File: src/rtl/core_launch_ctrl.sv
// Launch sequencer for the Kyber core: holds it in reset for the rst_pulse duration,
// waits a settle interval, strobes start, then supervises the run with a watchdog.
module core_launch_ctrl #(
    parameter int SETTLE_CYCLES  = 4,
    parameter int TIMEOUT_CYCLES = 65535,
    parameter int CNT_W          = 16
) (
    input  logic             clk,
    input  logic             rst,
    input  logic             rst_pulse,
    input  logic             core_done,
    output logic             core_rst,
    output logic             core_start,
    output logic             busy,
    output logic             done,
    output logic             timeout,
    output logic [CNT_W-1:0] cycle_count
);

    typedef enum logic [2:0] {IDLE, HOLD, SETTLE, START, RUN, DONE, TMO} state_t;

    localparam logic [CNT_W-1:0] SETTLE_LAST = CNT_W'(SETTLE_CYCLES - 1);
    localparam logic [CNT_W-1:0] TMO_LAST    = CNT_W'(TIMEOUT_CYCLES - 1);

    state_t           state, state_d;
    logic [CNT_W-1:0] settle_cnt, settle_cnt_d;
    logic [CNT_W-1:0] cycle_count_d;

    always_ff @(posedge clk) begin
        if (rst) begin
            state       <= IDLE;
            settle_cnt  <= '0;
            cycle_count <= '0;
        end else begin
            state       <= state_d;
            settle_cnt  <= settle_cnt_d;
            cycle_count <= cycle_count_d;
        end
    end

    always_comb begin
        state_d       = state;
        settle_cnt_d  = settle_cnt;
        cycle_count_d = cycle_count;
        case (state)
            IDLE:   if (rst_pulse) state_d = HOLD;
            HOLD: begin
                if (!rst_pulse) begin
                    state_d      = SETTLE;
                    settle_cnt_d = '0;
                end
            end
            SETTLE: begin
                settle_cnt_d = settle_cnt + 1'b1;
                if (settle_cnt == SETTLE_LAST) state_d = START;
            end
            START:  state_d = RUN;
            RUN: begin
                // completion wins over the watchdog when both land on the same cycle
                if (core_done) begin
                    state_d = DONE;
                end else begin
                    cycle_count_d = cycle_count + 1'b1;
                    if (cycle_count == TMO_LAST) state_d = TMO;
                end
            end
            DONE, TMO: if (rst_pulse) state_d = HOLD;
            default: state_d = IDLE;
        endcase
        if (rst_pulse && (state == SETTLE || state == START || state == RUN)) state_d = HOLD;
        // clear on entry so the count reads zero as soon as HOLD is visible
        if (state_d == HOLD) cycle_count_d = '0;
    end

    assign core_rst   = (state == IDLE) || (state == HOLD) || (state == TMO);
    assign core_start = (state == START);
    assign busy       = (state == HOLD) || (state == SETTLE) || (state == START) || (state == RUN);
    assign done       = (state == DONE);
    assign timeout    = (state == TMO);

endmodule

File: config.mk
export PLATFORM = sky130hd
export DESIGN_NAME = core_launch_ctrl
export DESIGN_NICKNAME = d
export VERILOG_FILES = /design/src/rtl/core_launch_ctrl.sv
export SDC_FILE = /design/constraint.sdc
export NUM_CORES = 1
export LEC_CHECK = 0
export CORE_UTILIZATION = 42
export CTS_BUF_LIST = sky130_fd_sc_hd__clkbuf_16
export DETAILED_ROUTE_END_ITERATION = 10
export GPL_ROUTABILITY_DRIVEN = 1
export PLACE_DENSITY = 0.69
export SYNTH_ARGS = -nofsm -noshare
export SYNTH_HDL_FRONTEND = slang
export SYNTH_SLANG_ARGS = --single-unit
File: constraint.sdc
create_clock -name clk -period 1.8 [get_ports clk]
set_input_delay 0.36 -clock clk [delete_from_list [all_inputs] [get_ports clk]]
set_output_delay 0.36 -clock clk [all_outputs]
set_load 0.05 [all_outputs]
# Word-level counts from Yosys, hierarchy flattened
# Cells that the tools add are included.
# Widths: inputs -> output; s select.
[word_totals]
memories = 0
latch_bits = 0
wordCells = 39
output_inout_bits = 21
rom_bits = 0
ramBits = 0
ff_bits = 35
in_bits = 4
[classes]
n_div = 0
addsub = 2
reduce_logical = 14
multipliers = 0
bitwise = 1
eq_ne = 10
n_lt_le_gt_ge = 0
muxes = 9
shifts = 0
[op_table]
columns = ["op", "n"]
rows = [
  ["$add 16x1->16 const B", 2],
  ["$pmux 16 s2", 1],
  ["$mux 3", 6],
  ["$eq 16x16->1 const B", 1],
  ["$eq 16x2->1 const B", 1],
  ["$mux 16", 1],
  ["$pmux 3 s5", 1],
  ["$eq 3x3->1 const B", 3],
  ["$logic_or 1x1->1", 7],
  ["$eq 3x1->1 const B", 2],
  ["$eq 3x2->1 const B", 2],
  ["$reduce_and 2->1", 2],
  ["$logic_not 3->1", 1],
  ["$reduce_or 3->1", 1],
  ["$ne 2x2->1 const B", 1],
  ["$reduce_bool 2->1", 1],
  ["$reduce_or 2->1", 1],
  ["$logic_and 1x1->1", 1],
  ["$not 1->1", 1],
]

# Depth between registers and ports, before layout
[depth]
ltp_word = 7
ltp_mapped = 6
mapped_depth_nobuf = 5

# Worst setup path before layout
# OpenSTA, ideal clock, no wires.
[synth_timing]
path_kind = "flip-flop to output port"
start = "reg state[0]"
end = "out core_rst"
arrival_time_ps = 1961
required_ps = 1440
path_stages_with_launch = 5
path_slack_ps = -521
cell_sequence = "dfxtp_1 buf_2 or2b_2 nor2_1 a21o_1"
[synth_between]
word_cells_on_any_way = 5
cone_classes = "eq/ne (2); reduce/logical (3)"
[synth_rtl]
columns = ["element", "line_no", "text"]
rows = [
  ["start: declaration", "25", "state_t state, state_d;"],
  ["start signal: assignment", "35", "state <= state_d;"],
  ["$eq 3x3->1", "--", ""],
  ["named net timeout", "16", "output logic timeout,"],
  ["$logic_or 1x1->1", "75", "assign core_rst = (state == IDLE) || (state == HOLD) || (state == TMO);"],
  ["end: declaration", "12", "output logic core_rst,"],
]
# The timed path passes the listed nets, and every way through them passes these cells.

# Worst setup path in the final report
[layout_timing]
start = "reg state[1]"
end = "out core_rst"
[layout_between]
elab_chain_cells = 3
word_cells_on_any_way = 5
cone_classes = "eq/ne (2); reduce/logical (3)"
[layout_rtl]
columns = ["element", "line_no"]
rows = [
  ["$eq 3x1->1 / $logic_not 3->1 (equally long branches)", "75"],
  ["$logic_or 1x1->1", "75"],
  ["$logic_or 1x1->1 *", "75"],
]
# Every way passes the cells marked *; elsewhere a longest branch is shown, timed or not.

==> run metrics <==
outcome=complete, no violations; Root Buffer=clkbuf_16; placed cell count=314; final hold viol count=0; clk sinks=35; Crit Path Max Fanout=7; Ys Warns=0; EDFF count, synth=0; fill count=390; synthesized cell area=1960 um^2; Diodes inserted=0; vias per cell=5.69; overall power=roughly 1.7 mW; Crit path arrival time=between 1000 and 1500 ps; nature of the critical path endpoint=output pin; Tmin final=about 1700 ps; Hold Path Class=register to register; IO buf count=24; vias in the first global route=about 1600; Buf+Inv Stages, Crit Path=2; Layout area overhead=34.4%; Place WS=-238 ps; crit start category=register; leak pwr=1.04 nW; Layout Cells excl Fill=approximately 330; DR WL/cell=13.4 um; CTS tree=yes; Syn Inst Count=~230; Core Area=~4400 um^2; Post-synth top flop=dfxtp_1; utilization of the core after routing=59.5%; clk_lat worst skew=roughly 280 ps; Layout Nets=between 200 and 300; Post-Syn Nets=roughly 230; initial antenna violation count=0; Worst path slowest cell=dfxtp_4; Total Routing Usage GR=19.1%; die area=roughly 4900 um^2; crit path cell chain=buf_4 > or2b_4 > nor2_4 > a21o_2 > buf_12; Worst Max-Slew Pin Slew=approximately 600 ps; P per Cell Area=654 nW/um^2; first-pass GRT wire length=between 7000 and 8000 um; Crit Path Class=register to output pin; die width=70.2 um; Unique masters post-synth=between 50 and 60; Async SR Flop Fraction=0%; # rows=24; Vias=around 1900; ANT nets after route=0; DRC errors left=0; Initial Util=between 40% and 50%; Worst-path clk slew=50 ps; RSZ-0062 raised after global routing=no; H-tree depth=2; Peak VDD IR=between 0.0004 and 0.0005 V; Max-slew headroom=between 50% and 60%; clk buf depth=2; final worst clock skew=3.67 ps; Largest delay share family, worst path=simple AND/OR/NAND/NOR gates; layout cells sized above 1=approximately a third; register area share after synthesis=a little over a third; grt total ovfl=0; Fmax=roughly 0.57 GHz; number of DRC markers in iteration 0=between 100 and 150; WP data required=~1400 ps; die height=approximately 70 um; routability cong.=0.808; CTS buffer count=5; Tcrit/Tclk final=between 90% and 100%; endpoints failing setup=0; maxcap violations=0; largest net degree at the start of global routing=16; Routed Wire Length=about 4400 um; flops & latches, synth=35; Pre-antenna DRT Iters=4; Final WS setup=approximately 59 ps; Synth Area per Inst=roughly 8.7 um^2; CP max stage delay=about 340 ps; Slew Viols, Final=0; I/O Pins=25; sum of net half-perimeters after detailed placement=3150 um
flip-flops by register name (all words and copies together) (netlist names):
name and flops:
cycle_count 16, settle_cnt 16, state 3
cells by family after synthesis:
family	count (synthesis)	share of synthesized area, %
simple gates	95	30.9
compound gates	60	19.5
flops	35	35.8
buf+inv	20	6.14
xor+xnor	9	4.03
mux	3	1.73
fa+ha+maj	3	1.92
area by class of cell:
type,instances,area [um^2],area share (%)
Sequential cell,35,717,27.3
Clock inverter,3,12.5,0.476
Tap cell,52,65.1,2.48
Timing Repair Buffer,56,526,20.0
Clock buffer,5,125,4.76
Inverter,7,26.3,1.00
Multi-Input combinational cell,170,1160,44.0
metal layers:
metal  up-vias  track usage, %  wire length (um)
met5         -               0                 0
met4         0            7.33                68
met3         5            5.34               212
met2        39            27.6              1960
met1       880            26.7              2150
li1        943               -                 -
through the flow:
| step | hold WS, ps | instance area, um^2 | setup TNS (ps) |
|---|---|---|---|
| after floorplan | 437 | 1980 | -18.4 |
| after global placement | 489 | 2420 | -3170 |
| after detailed placement | 501 | 2420 | -3450 |
| after CTS | 509 | 2600 | 0 |
| after global routing | 534 | 2630 | 0 |
| final | 507 | 2630 | 0 |
cell usage in the layout (no fill, tap or decap), types with 7 or more instances in the layout:
master   synthesis  layout
and3_1           7       7
nor2_1          16      15
dfxtp_2          0       7
nand2_1         14      14
dfxtp_1         35      26
o21ai_0         12      12
buf_12           0       7
a21oi_1         19      19
buf_4            1      44
inv_1            7       9
a22oi_1          8       8
nand3_1         11      11
or3_1            8       8
nand4_1          9       9
path summary, 6_finish.rpt:
kind | from | to | slack [ps] | depth (start not counted)
max | state[1] | core_rst | 60 | 5
min | settle_cnt[10] | settle_cnt[10] | 510 | 2
max reg2reg | state[0] | cycle_count[14] | 120 | 6
min reg2reg | settle_cnt[10] | settle_cnt[10] | 510 | 2
report_power, final:
group	switching (mW)	total [mW]	internal, mW
Sequential	0.00275	0.779	0.777
Combinational	0.0683	0.129	0.0606
Clock	0.311	0.810	0.499
Total	0.382	1.72	1.34
cell usage after synthesis (all sizes together), types with 5 or more instances:
master,instances,area [um^2]
xor2,5,43.8
a21oi,19,95.1
inv,7,26.3
nand3,11,55.1
buf,7,56.3
a22oi,8,60.1
nand4,11,98.8
nor2,16,60.1
a31oi,5,31.3
clkbuf,6,37.5
and3,8,51.3
dfxtp,35,701
or3,8,50.1
nor4,5,31.3
o21ai,13,65.1
nand2,14,52.6
worst reg2reg max path, delay by kind of cell (launching register included):
kind / cells / cell delay (ps)
and+or+nand+nor: 3 / 790
buffers and inverters: 2 / 330
DFF: 1 / 340
AOI/OAI and AO/OA: 1 / 160
what timing repair did:
action	CTS	global route
setup endpoints to repair	3	12
pin swaps	1	5
hold buffers	0	0
buffers inserted	4	2
gates resized for setup	5	4
cloned	0	0
(Power assumes the default switching activity.)
